`config.mk`:
```
export PLATFORM = sky130hd
export DESIGN_NAME = com_send_arb_flat
export DESIGN_NICKNAME = d
export VERILOG_FILES = /design/src/rtl/com_send_arb_if.sv /design/src/rtl/com_send_arb.sv /design/src/flat_wrapper.sv
export SDC_FILE = /design/constraint.sdc
export NUM_CORES = 1
export LEC_CHECK = 0
export BUFFER_PORTS_ARGS = -buffer_cell sky130_fd_sc_hd__buf_2
export CORE_ASPECT_RATIO = 1.1
export CORE_MARGIN = 2
export CORE_UTILIZATION = 50
export CTS_BUF_LIST = sky130_fd_sc_hd__clkbuf_16
export DETAILED_ROUTE_END_ITERATION = 12
export PLACE_DENSITY = 0.74
export SLEW_MARGIN = 15
export SYNTH_ARGS = -nofsm -noshare
export SYNTH_HDL_FRONTEND = slang
export SYNTH_SLANG_ARGS = --single-unit
```
`constraint.sdc`:
```
create_clock -name clk -period 4 [get_ports clk]
set_input_delay 0.2 -clock clk [delete_from_list [all_inputs] [get_ports clk]]
set_output_delay 0.2 -clock clk [all_outputs]
set_load 0.1 [all_outputs]
```
`src/rtl/com_send_arb_if.sv`:
```
// Bundle of the collect-side request/done lines and the console send channel.
// slave: the arbiter side; master: requesters plus the console channel model.
interface com_send_arb_if #(
  parameter int NREQ = 4
);
  logic [NREQ-1:0]   fs_req;
  logic [NREQ-1:0]   fd_req;
  logic [4*NREQ-1:0] req_btype;
  logic              fs_send;
  logic              fd_send;
  logic [3:0]        send_btype;
  logic [NREQ-1:0]   grant;
  logic              busy;
  logic              timeout_err;

  modport slave (
    input  fs_req,
    input  req_btype,
    input  fd_send,
    output fd_req,
    output fs_send,
    output send_btype,
    output grant,
    output busy,
    output timeout_err
  );

  modport master (
    output fs_req,
    output req_btype,
    output fd_send,
    input  fd_req,
    input  fs_send,
    input  send_btype,
    input  grant,
    input  busy,
    input  timeout_err
  );
endinterface

```
`src/rtl/com_send_arb.sv`:
```
// Round-robin arbiter giving four collect-side requesters the single console send
// channel; latches the winner's btype, relays done to the owner, aborts stalled sends.
module com_send_arb #(
  parameter int         NREQ    = 4,
  parameter logic [7:0] TIMEOUT = 8'hC0
) (
  input logic           clk,
  input logic           rst,
  com_send_arb_if.slave bus
);

  // state | meaning
  // IDLE  | no owner; scan requests starting at last+1
  // SEND  | fs_send high; wait for fd_send or timeout
  // RLSE  | fs_send low; wait for fd_send to drop
  // ACK   | fd_req to owner until it drops its fs_req
  // DONE  | pointer moves to owner, grant cleared

  localparam int IDX_W = $clog2(NREQ);

  typedef enum logic [4:0] {
    IDLE = 5'b00001,
    SEND = 5'b00010,
    RLSE = 5'b00100,
    ACK  = 5'b01000,
    DONE = 5'b10000
  } state_e;

  state_e           state_q, state_d;
  logic [NREQ-1:0]  grant_q, grant_d;
  logic [IDX_W-1:0] gidx_q, gidx_d;
  logic [IDX_W-1:0] last_q, last_d;
  logic [3:0]       btype_q, btype_d;
  logic [7:0]       num_q, num_d;

  logic             pick_vld;
  logic [IDX_W-1:0] pick_idx;
  logic [IDX_W-1:0] cand;
  logic             expired;
  logic             abort;

  // first pending requester after the previous owner, wrapping modulo NREQ
  always_comb begin
    pick_vld = 1'b0;
    pick_idx = '0;
    cand     = '0;
    for (int k = 1; k <= NREQ; k++) begin
      cand = last_q + IDX_W'(k);
      if (!pick_vld && bus.fs_req[cand]) begin
        pick_vld = 1'b1;
        pick_idx = cand;
      end
    end
  end

  assign expired = ({1'b0, num_q} + 9'd1) >= {1'b0, TIMEOUT};

  always_comb begin
    state_d = state_q;
    grant_d = grant_q;
    gidx_d  = gidx_q;
    last_d  = last_q;
    btype_d = btype_q;
    num_d   = '0;
    abort   = 1'b0;
    unique case (state_q)
      IDLE: begin
        if (pick_vld) begin
          state_d           = SEND;
          gidx_d            = pick_idx;
          grant_d           = '0;
          grant_d[pick_idx] = 1'b1;
          btype_d           = bus.req_btype[{pick_idx, 2'b00} +: 4];
        end
      end
      SEND: begin
        num_d = num_q + 8'd1;
        if (bus.fd_send) begin
          state_d = RLSE;
        end else if (expired) begin
          state_d = RLSE;
          abort   = 1'b1;
        end
      end
      RLSE: begin
        if (!bus.fd_send) state_d = ACK;
      end
      // a requester that already dropped fs_req is released on the first ACK cycle
      ACK: begin
        if (!bus.fs_req[gidx_q]) state_d = DONE;
      end
      DONE: begin
        last_d  = gidx_q;
        grant_d = '0;
        state_d = IDLE;
      end
      default: state_d = IDLE;
    endcase
  end

  always_ff @(posedge clk or posedge rst) begin
    if (rst) begin
      state_q <= IDLE;
      grant_q <= '0;
      gidx_q  <= '0;
      last_q  <= IDX_W'(NREQ - 1);
      btype_q <= 4'h0;
      num_q   <= '0;
    end else begin
      state_q <= state_d;
      grant_q <= grant_d;
      gidx_q  <= gidx_d;
      last_q  <= last_d;
      btype_q <= btype_d;
      num_q   <= num_d;
    end
  end

  assign bus.fs_send     = (state_q == SEND);
  assign bus.fd_req      = (state_q == ACK) ? grant_q : '0;
  assign bus.busy        = (state_q != IDLE);
  assign bus.grant       = grant_q;
  assign bus.send_btype  = btype_q;
  assign bus.timeout_err = abort;

  a_state_onehot: assert property (@(posedge clk) disable iff (rst) $onehot(state_q));
  a_grant_onehot0: assert property (@(posedge clk) disable iff (rst) $onehot0(grant_q));
  a_fd_req_owner: assert property (@(posedge clk) disable iff (rst) (bus.fd_req & ~grant_q) == '0);
  a_num_bound: assert property (@(posedge clk) disable iff (rst) num_q <= TIMEOUT);

endmodule
```
`src/flat_wrapper.sv`:
```
// flat-port wrapper written by rule: the top's interface ports become plain ports
module com_send_arb_flat 
#(
  parameter int         NREQ    = 4,
  parameter logic [7:0] TIMEOUT = 8'hC0
)
  (clk, rst, bus_fs_req, bus_req_btype, bus_fd_send, bus_fd_req, bus_fs_send, bus_send_btype, bus_grant, bus_busy, bus_timeout_err);
  com_send_arb_if #(.NREQ(NREQ)) bus_i ();
  input logic clk;
  input logic rst;
  input wire logic [$bits(bus_i.fs_req)-1:0] bus_fs_req;
  input wire logic [$bits(bus_i.req_btype)-1:0] bus_req_btype;
  input wire logic [$bits(bus_i.fd_send)-1:0] bus_fd_send;
  output wire logic [$bits(bus_i.fd_req)-1:0] bus_fd_req;
  output wire logic [$bits(bus_i.fs_send)-1:0] bus_fs_send;
  output wire logic [$bits(bus_i.send_btype)-1:0] bus_send_btype;
  output wire logic [$bits(bus_i.grant)-1:0] bus_grant;
  output wire logic [$bits(bus_i.busy)-1:0] bus_busy;
  output wire logic [$bits(bus_i.timeout_err)-1:0] bus_timeout_err;
  assign bus_i.fs_req = bus_fs_req;
  assign bus_i.req_btype = bus_req_btype;
  assign bus_i.fd_send = bus_fd_send;
  assign bus_fd_req = bus_i.fd_req;
  assign bus_fs_send = bus_i.fs_send;
  assign bus_send_btype = bus_i.send_btype;
  assign bus_grant = bus_i.grant;
  assign bus_busy = bus_i.busy;
  assign bus_timeout_err = bus_i.timeout_err;
  com_send_arb #(.NREQ(NREQ), .TIMEOUT(TIMEOUT)) u_core (.clk(clk), .rst(rst), .bus(bus_i));
endmodule
```
# [Word-level counts from Yosys, hierarchy flattened]
# Index checks and enable logic that the tools add are counted.
[word_totals] regBits=25 latch_bits=0 mem_bits_rw=0 romBits=0 input_bits=23 out_inout_bits=15 word_cells=74 mem_count=0
[classes] n_addsub=5 multipliers=0 n_div=0 n_lt_le_gt_ge=8 n_eq_ne=10 n_shift=1 muxes=33 bitwise_logic=0 n_reduce_logical=11
[op_table] cell="$mux W5" n=5
[op_table] cell="$pmux W5 S4" n=1
[op_table] cell="$lt A2 B3 Y1 const B" n=6
[op_table] cell="$shiftx A16 B5 Y4" n=1
[op_table] cell="$mux W1" n=13
[op_table] cell="$bmux W1 S2" n=5
[op_table] cell="$add A8 B1 Y9 const B" n=1
[op_table] cell="$ge A9 B8 Y1 const B" n=1
[op_table] cell="$add A8 B1 Y8 const B" n=1
[op_table] cell="$mux W2" n=4
[op_table] cell="$mux W4" n=2
[op_table] cell="$mux W8" n=1
[op_table] cell="$pmux W4 S2" n=1
[op_table] cell="$eq A5 B1 Y1 const B" n=1
[op_table] cell="$eq A5 B2 Y1 const B" n=1
[op_table] cell="$eq A5 B3 Y1 const B" n=1
[op_table] cell="$eq A5 B4 Y1 const B" n=1
[op_table] cell="$eq A5 B5 Y1 const B" n=1
[op_table] cell="$ne A5 B1 Y1 const B" n=1
[op_table] cell="$add A2 B2 Y2 const B" n=2
[op_table] cell="$logic_and A1 B1 Y1" n=4
[op_table] cell="$ne A2 B2 Y1 const B" n=2
[op_table] cell="$reduce_and A2 Y1" n=2
[op_table] cell="$reduce_and A4 Y1" n=1
[op_table] cell="other kinds (7)" n=9

# [Logic depth before layout (Yosys ltp)]
# Gate-level depths: netlist of run 1.
[depth] depth_word=19 mapped_depth=7 depth_no_buf=6

# [Worst setup path before layout of run 1]
# Ideal clock, no wire load.
[synth_path] path_type="register -> output" from="reg u_core.state_q[2]" to="out bus_timeout_err" t_arrival_ps=3196 slack_ps=604 stages_incl_launch_ff=7 n_path_buf=2 cell_sequence="dfrtp_1 -> buf_2 -> nor3_2 -> nand2_1 -> or2_1 -> buf_2 -> nor3_1"
[synth_via] elab_chain_len=2
[synth_lines] element="start, declared" line="com_send_arb.sv:29" rtl="state_e state_q, state_d;"
[synth_lines] element="start signal, assigned" line="com_send_arb.sv:110" rtl="state_q <= state_d;"
[synth_lines] element="$eq A5 B2 Y1" line="com_send_arb.sv:66" rtl="unique case (state_q)"
[synth_lines] element="$mux W1" line="com_send_arb.sv:66"
[synth_lines] element="end, declared" line="flat_wrapper.sv:19" rtl="output wire logic [$bits(bus_i.timeout_err)-1:0] bus_timeout_err;"
# No other way between the ends.

# [Worst setup path after layout of run 1]
[layout_path] from="reg u_core.state_q[4]" to="out bus_fd_req[3]"
[layout_via] elab_chain_len=2
[layout_lines] element="$eq A5 B4 Y1" line="com_send_arb.sv:120" rtl="assign bus.fd_req = (state_q == ACK) ? grant_q : '0;"
[layout_lines] element="$mux W4" line="com_send_arb.sv:120"
[layout_lines] element="end, declared" line="flat_wrapper.sv:14" rtl="output wire logic [$bits(bus_i.fd_req)-1:0] bus_fd_req;"
# No other way between the ends.

==> out/metrics.cfg, run 1 <==
[status]
status=finished clean

[place]
preCtsSetupSlack_ns=1.821
placedCellCount=207
placed_area_um2=1672
hpwl_mm=2.326
gp_congestion=0.7608
io_buffers=37

[power_and_ir_drop]
ir_worst_vdd_mv=0.5198
p_per_area_nw_per_um2=751.8
leakagePower_nw=0.8172

[detailed_routing]
vias_per_cell=5.682
antenna_left=0
drt_iter0_markers=49
drc=0
firstDrtPassIters=4
post_drt_wl_per_cell_um=14.27
vias=1199
wirelength_mm=3.012

[floorplan]
die_y_um=60.90
num_rows=20
pin_count=38
die_width_um=55.73
die_area_um2=3393
initial_utilization_pct=52.97
core_um2=2778

[clock_tree]
cts_sinks=25
cts_root_buffer=clkbuf_16
cts_tree=done
clk_latency_ns=0.26
cts_resized=0
cts_buffer_depth=2
post-cts-setup-buffers=0
cts_buffers=3
htree_levels=1
holdBufCountCts=0
path_clk_slew_ns=0.07

[critical_path]
rr_worst_depth=5
startpoint_type=flip-flop
path_class=flip-flop to output port
crit_start=u_core.state_q[4]
critPathRequiredTime_ns=3.80
rr_startpoint=u_core.last_q[1]
cp-endpoint=bus_fd_req[3]
critPathBufInv=1
cp_num_cells=4
slowest_delay_ns=0.54
slowest_stage=nor3b_1
crit_family=simple AND/OR/NAND/NOR gates
reg2reg_to=u_core.bus.send_btype[2]
cp_cell_sequence=or3_1 -> nor3b_1 -> and2_1 -> buf_2
path_max_fanout=5
r2r_slack_ns=2.20
cp-end-kind=output port
crit_arrival_ns=2.26

[sta]
post-route-period-util_pct=61.54
drv_slew=0
final_hold_viol_count=0
clock.fmax_mhz=406.2
post-route-min-period_ns=2.462
setup_tns_ns=0
final.setup_skew_ns=0.005229
slew-limit-headroom_pct=38.22
worst_slack_ns=1.538
max_slew.worst_pin.slew_ns=0.9257
holdWs_ns=0.1332
rsz0062_at_grt=false
setup_violations=0

[grt]
grt_usage_pct=20.09
first_global_vias=1224
grt_overflow=0
use_met3_pct=2.559
antenna_found_initial=0
grt_util_met2_pct=37.76
grt_use_met1_pct=24.05
grt_max_degree=26
grt_pass1_wl_mm=5.313
top_usage_layer=met2

[yosys]
synth_seq_area_share_pct=42.77
syn_nets=166
async_reset_ff_share_pct=100.0
synth_edf_count=0
ys.flop_type=dfrtp_1
synth.cell_area_um2=1471
synth-seq-cells=25
ys_warn_count=0
synth_cells=141
synth_cell_types=47
syn_avg_cell_area_um2=10.44

[job]
max-cap-violations=0

[worst_hold_path]
hp-class=input pin to async pin

[finish]
area.growth.synth_to_final_pct=19.22
fill_cells=239
drive_above_1_share_pct=34.83
stdcell_count=211
seq_area_um2=629.4
nets=204
final_area_um2=1754
multi_input_area_um2=793.3
antenna_cells=0

where the power goes:
part	internal [mW]	total [mW]	switching (mW)
logic	0.168	0.697	0.529
registers	0.327	0.392	0.0656
clock network	0.136	0.229	0.0936
total	0.630	1.32	0.689
cell usage in the layout (no fill, tap or decap), types with 4 or more instances in the layout:
cell type and instances:
and2_1 5, buf_2 37, dfrtp_1 22, inv_1 6, mux2i_1 8, nand2_1 11
nand2b_1 4, nand3_1 6, nor2_1 14, o21ai_1 5, xor2_1 4
registers in the layout, summed over array words and instances, names as in the netlist:
| register | flops |
|---|---|
| u_core.bus.send_btype | 4 |
| u_core.state_q | 5 |
| u_core.last_q | 2 |
| u_core.num_q | 8 |
| u_core.gidx_q | 2 |
| u_core.bus.grant | 4 |
worst min-delay path by stage:
| stage | from | cells past startpoint | endpoint |
|---|---|---|---|
| 6_report | rst | 2 | u_core.bus.send_btype[1] |
| 5_1_grt | bus_fd_send | 2 | u_core.state_q[1] |
| 4_1_cts | rst | 2 | u_core.bus.grant[3] |
| 3_5_place_dp | rst | 2 | u_core.bus.send_btype[1] |
| 3_3_place_gp | bus_fd_send | 2 | u_core.state_q[1] |
| 2_1_floorplan | rst | 1 | u_core.bus.grant[0] |
per-layer routing:
| metal | vias up | routed length, µm |
|---|---|---|
| met5 | - | 0 |
| met4 | 0 | 32 |
| met3 | 4 | 133 |
| met2 | 37 | 1545 |
| met1 | 581 | 1301 |
| li1 | 577 | - |
cells in the mapped netlist (2+ instances only):
master / instances / area (µm²)
buf_2: 3 / 15.01
o21ai_1: 5 / 25.02
inv_1: 6 / 22.52
dfrtp_1: 22 / 550.5
xnor2_1: 3 / 26.28
nand2b_1: 4 / 25.02
nand2_1: 11 / 41.29
mux2i_1: 8 / 80.08
nor2_1: 14 / 52.55
and2_1: 5 / 31.28
o221ai_2: 3 / 45.04
mux2_2: 2 / 22.52
a21oi_2: 2 / 17.52
a32o_1: 2 / 20.02
dfstp_2: 3 / 78.83
a31oi_1: 2 / 12.51
a21o_1: 2 / 15.01
ha_1: 2 / 25.02
and4_1: 2 / 17.52
a21oi_1: 2 / 10.01
nor3b_1: 3 / 22.52
xor2_1: 4 / 35.03
nand3_1: 6 / 30.03
nor2b_1: 2 / 12.51
final cells by class:
class | instances | share of cell area [%]
sequential | 25 | 35.88
tap | 33 | 2.354
multi-input combinational | 106 | 45.22
clock inverter | 1 | 0.4280
inverter | 6 | 1.284
timing repair buffer | 37 | 10.56
clock buffer | 3 | 4.280
through the flow:
stage / power [mW] / utilization, %
6_report: 1.319 / 63.15
3_3_place_gp: 1.084 / 60.18
5_1_grt: 1.382 / 63.15
3_5_place_dp: 1.098 / 60.18
4_1_cts: 1.327 / 63.15
2_1_floorplan: 0.9885 / -
logic make-up (layout without fill, tap and decap cells):
group / after synthesis / in the layout / share of synthesized area, %
flops: 25 / 25 / 42.77
xor+xnor: 7 / 7 / 4.167
compound gates: 26 / 26 / 14.37
buf+inv: 10 / 47 / 3.316
simple gates: 60 / 60 / 24.92
fa+ha+maj: 2 / 2 / 1.700
mux: 11 / 11 / 8.759
Power figures use the tool's default switching activity.
==> run 2: changes to the inputs <==
CORE_UTILIZATION = 47   (was 50)
PLACE_DENSITY = 0.73   (was 0.74)
clock period = 2.04 ns   (was 4 ns; I/O delays follow)
==> run 2 against run 1 <==
Non-clock buffer count is 2 higher. Global-route usage is 0.59 points lower. Largest cell class unchanged. Critical path type unchanged. Combinational power is 100% higher. Sequential power is 97% higher. Clock skew is 0.0025 ns lower. Highest routed layer unchanged. Utilization is 0.63 points lower. Register-to-register slack worse by 1.9 ns.
==> out/metrics.cfg, run 2 (synthesis gave the netlist of run 1 again) <==
[critical_path]
startpoint_type=flip-flop
cp-endpoint=bus_fd_req[2]
crit_family=simple AND/OR/NAND/NOR gates
cp_num_cells=4
path_max_fanout=5
r2r_slack_ns=0.29
path_class=flip-flop to output port
reg2reg_to=u_core.bus.grant[2]
rr_worst_depth=4
critPathBufInv=1
crit_arrival_ns=1.84
slowest_stage=or3_1
slowest_delay_ns=0.46
critPathRequiredTime_ns=1.94
crit_start=u_core.state_q[4]
cp-end-kind=output port
cp_cell_sequence=or3_1 -> nor3b_4 -> and2_1 -> buf_12
rr_startpoint=u_core.state_q[2]

[job]
max-cap-violations=0

[detailed_routing]
antenna_left=0
firstDrtPassIters=4
vias_per_cell=5.612
post_drt_wl_per_cell_um=14.59
drc=0
drt_iter0_markers=46
wirelength_mm=3.122
vias=1201

[sta]
final_hold_viol_count=0
max_slew.worst_pin.slew_ns=0.4921
slew-limit-headroom_pct=67.42
clock.fmax_mhz=514.5
post-route-period-util_pct=95.27
rsz0062_at_grt=false
post-route-min-period_ns=1.944
setup_tns_ns=0
drv_slew=0
final.setup_skew_ns=0.002686
setup_violations=0
worst_slack_ns=0.09641

[finish]
top_regs=u_core.num_q (8), u_core.state_q (5)
antenna_cells=0
stdcell_count=214
drive_above_1_share_pct=37.78
final_common_cell=buf_2
fill_cells=243
final_cell_mix=buf_2, dfrtp_1, nor2_1
largest_register_ff_count=8
top_register=u_core.num_q
nets=206
area.growth.synth_to_final_pct=28.40

[grt]
grt_pass1_wl_mm=5.471
grt_overflow=0
antenna_found_initial=0
grt_usage_pct=19.50
first_global_vias=1203
grt_max_degree=26

[place]
placedCellCount=209
io_buffers=37
preCtsSetupSlack_ns=0.2187
hpwl_mm=2.413
gp_congestion=0.8177

[floorplan]
pin_count=38
initial_utilization_pct=48.70
die_width_um=57.35
die_area_um2=3595
num_rows=21
die_y_um=62.69
core_um2=3022

[clock_tree]
cts_tree=done
cts_root_buffer=clkbuf_16
cts_buffer_depth=2
post-cts-setup-buffers=0
htree_levels=1
clk_latency_ns=0.26
cts_sinks=25
path_clk_slew_ns=0.06
cts_buffers=3

[power_and_ir_drop]
leakagePower_nw=0.8546
ir_worst_vdd_mv=1.051
p_per_area_nw_per_um2=1391

[worst_hold_path]
hp-class=input pin to flip-flop

[status]
status=finished clean

run 2: cell type report:
class / instances / area, µm² / area share, %
Clock inverter: 1 / 5.005 / 0.2649
Sequential cell: 25 / 629.4 / 33.31
Multi-Input combinational cell: 106 / 822.0 / 43.51
Inverter: 6 / 22.52 / 1.192
Tap cell: 34 / 42.54 / 2.252
Clock buffer: 3 / 75.07 / 3.974
Timing Repair Buffer: 39 / 292.8 / 15.50
run 2: how the worst min path moves through the flow:
stage                       from                       end  slack (ns)  cells after the start
2_1_floorplan                rst       u_core.bus.grant[0]        0.13                      1
3_3_place_gp                 rst  u_core.bus.send_btype[1]        0.16                      3
3_5_place_dp                 rst  u_core.bus.send_btype[3]        0.17                      3
4_1_cts        bus_req_btype[14]  u_core.bus.send_btype[2]        0.13                      3
5_1_grt              bus_fd_send         u_core.state_q[1]        0.15                      2
6_report       bus_req_btype[14]  u_core.bus.send_btype[2]        0.12                      3
run 2: routing by layer:
| layer | part of all wire [%] | routed length, µm | vias to the layer above | GRT usage (%) |
|---|---|---|---|---|
| met5 | 0 | 0 | - | 0 |
| met1 | 39 | 1212 | 579 | 22.16 |
| li1 | - | - | 582 | - |
| met3 | 5.3 | 165 | 5 | 3.727 |
| met4 | 1.8 | 55 | 0 | 9.593 |
| met2 | 54 | 1689 | 35 | 34.09 |
run 2: worst register-to-register path, stage by stage, from the launching register on:
cell and delay (ns):
dfrtp_1 0.50, nor2_4 0.21, nand4_4 0.26, nor4_2 0.53, a32o_1 0.20
run 2: timing repair:
item / CTS / global route
resized for setup: 1 / 4
hold buffers: 1 / 0
gates cloned: 0 / 0
setup endpoints to repair: 4 / 2
endpoints found under the hold margin: 22 / 0
run 2: power breakdown:
part,internal [mW],switching [mW],leakage (nW)
clock network,0.264,0.170,0.0409
logic,0.366,1.05,0.492
registers,0.641,0.133,0.321
total,1.27,1.36,0.855
run 2: through the flow:
stage                     cell area (µm²)  utilization (%)  power [mW]  hold slack [ns]
after detailed placement             1782            58.96       2.193           0.1678
final                                1889            62.53       2.628           0.1219
after CTS                            1877            62.11       2.636           0.1312
after global placement               1782            58.96       2.159           0.1631
after floorplan                      1483                -       1.943           0.1271
after global routing                 1889            62.53       2.772           0.1489
==> run 3: changes to the inputs <==
==> constraint.sdc (replaced) <==
create_clock -name clk -period 2.04 [get_ports clk]
set_input_delay 0.102 -clock clk [delete_from_list [all_inputs] [get_ports clk]]
set_output_delay 0.102 -clock clk [all_outputs]
set_load 0.05 [all_outputs]
==> run 3 against run 2 <==
Hold slack lost 0.034 ns. Critical path type unchanged. Clock power grew 0.9%. Cell count is the same. Combinational power shrank 28%. Non-clock buffer count unchanged. Register-to-register slack hardly changed. Sequential cell count is the same. Maximum frequency hardly changed. Clock-buffer cell count unchanged.
==> out/metrics.cfg, run 3 (synthesis gave the netlist of run 1 again) <==
[critical_path]
crit_arrival_ns=1.84
critPathRequiredTime_ns=1.94
slowest_stage=or3_1
cp_cell_sequence=or3_1 -> nor3b_4 -> and2_1 -> buf_2
path_max_fanout=5
slowest_delay_ns=0.46
cp-end-kind=output port
startpoint_type=flip-flop
path_class=flip-flop to output port

[detailed_routing]
firstDrtPassIters=4
antenna_left=0
vias_per_cell=5.575
post_drt_wl_per_cell_um=14.22
drt_iter0_markers=27
vias=1193
wirelength_mm=3.043
drc=0

[sta]
setup_tns_ns=0
setup_violations=0
worst_slack_ns=0.09460
post-route-period-util_pct=95.36
final.setup_skew_ns=0.001372
max_slew.worst_pin.slew_ns=0.4627
rsz0062_at_grt=false
drv_slew=0
slew-limit-headroom_pct=69.05
clock.fmax_mhz=514.0
post-route-min-period_ns=1.945
final_hold_viol_count=0

[status]
status=finished clean

[grt]
grt_usage_pct=19.66
first_global_vias=1228
grt_pass1_wl_mm=5.554
grt_max_degree=26
antenna_found_initial=0
grt_overflow=0

[finish]
nets=206
top_regs=u_core.num_q (8), u_core.state_q (5)
area.growth.synth_to_final_pct=22.28
antenna_cells=0
final_cell_mix=buf_2, dfrtp_1, nor2_1
drive_above_1_share_pct=36.67
top_register=u_core.num_q
fill_cells=256
largest_register_ff_count=8
final_common_cell=buf_2

[floorplan]
die_width_um=57.35
die_y_um=62.69
core_um2=3022
pin_count=38
die_area_um2=3595
num_rows=21
initial_utilization_pct=48.70

[clock_tree]
path_clk_slew_ns=0.06
cts_buffer_depth=2
htree_levels=1
clk_latency_ns=0.26
cts_sinks=25
cts_buffers=3
post-cts-setup-buffers=0
cts_root_buffer=clkbuf_16
cts_tree=done

[power_and_ir_drop]
leakagePower_nw=0.8316
ir_worst_vdd_mv=0.9250
power_mw=2.244
p_per_area_nw_per_um2=1247

[place]
io_buffers=37
hpwl_mm=2.299
gp_congestion=0.7626
preCtsSetupSlack_ns=0.2079

[job]
max-cap-violations=0

[worst_hold_path]
hp-class=input pin to flip-flop

==> run 3: final cells by class <==
| class | instances | area, µm² | share of cell area, % |
|---|---|---|---|
| clock buffers | 3 | 75.07 | 4.172 |
| well taps | 34 | 42.54 | 2.364 |
| flip-flops and latches | 25 | 629.4 | 34.98 |
| inverters | 6 | 22.52 | 1.252 |
| repair buffers | 39 | 212.7 | 11.82 |
| multi-input cells | 106 | 812.0 | 45.13 |
| clock inverters | 1 | 5.005 | 0.2782 |
==> run 3: worst paths after layout <==
check                      cells past startpoint  slack (ns)                      from                  endpoint
max                                            4        0.09         u_core.state_q[4]             bus_fd_req[3]
min                                            2        0.09               bus_fd_send         u_core.state_q[1]
max reg2reg                                    4        0.30         u_core.state_q[4]  u_core.bus.send_btype[0]
min reg2reg                                    2        0.49  u_core.bus.send_btype[1]  u_core.bus.send_btype[1]
max in group asynchronous                      4        1.33                       rst         u_core.state_q[0]
min in group asynchronous                      4        0.42                       rst  u_core.bus.send_btype[3]
==> run 3: worst max-delay path, delay by kind of cell, from the launching register on <==
kind          cells  cell delay [ns]
simple gates      3             0.91
flops             1             0.42
buf+inv           1             0.25
==> run 3: metal layers <==
layer	global-route usage (%)	part of all wire, %	vias up
li1	-	-	581
met1	26.01	45	572
met2	30.68	48	35
met3	4.555	5.6	5
met4	8.140	1.6	0
met5	0	0	-
==> run 3: power by group <==
group | switching [mW] | total [mW] | internal, mW
registers | 0.146 | 0.787 | 0.641
logic | 0.679 | 1.02 | 0.340
clock network | 0.174 | 0.438 | 0.264
total | 0.999 | 2.24 | 1.25
==> run 3: what timing repair did <==
| item | CTS | global route |
|---|---|---|
| endpoints found under the setup margin | 4 | 6 |
| resized for setup | 1 | 6 |
| gates cloned | 0 | 0 |
| hold buffers | 1 | 0 |
| hold endpoints to repair | 22 | 0 |
==> run 3: per-stage QoR <==
| step | util, % | hold slack (ns) | cells | area, µm² |
|---|---|---|---|---|
| finish | 59.54 | 0.08821 | 214 | 1799 |
| global route | 59.54 | 0.1044 | 214 | 1799 |
| CTS | 58.92 | 0.08582 | 214 | 1780 |
| detailed placement | 55.78 | 0.1690 | 209 | 1685 |
| global placement | 55.78 | 0.1688 | 209 | 1685 |
| floorplan | - | 0.1271 | 141 | 1476 |
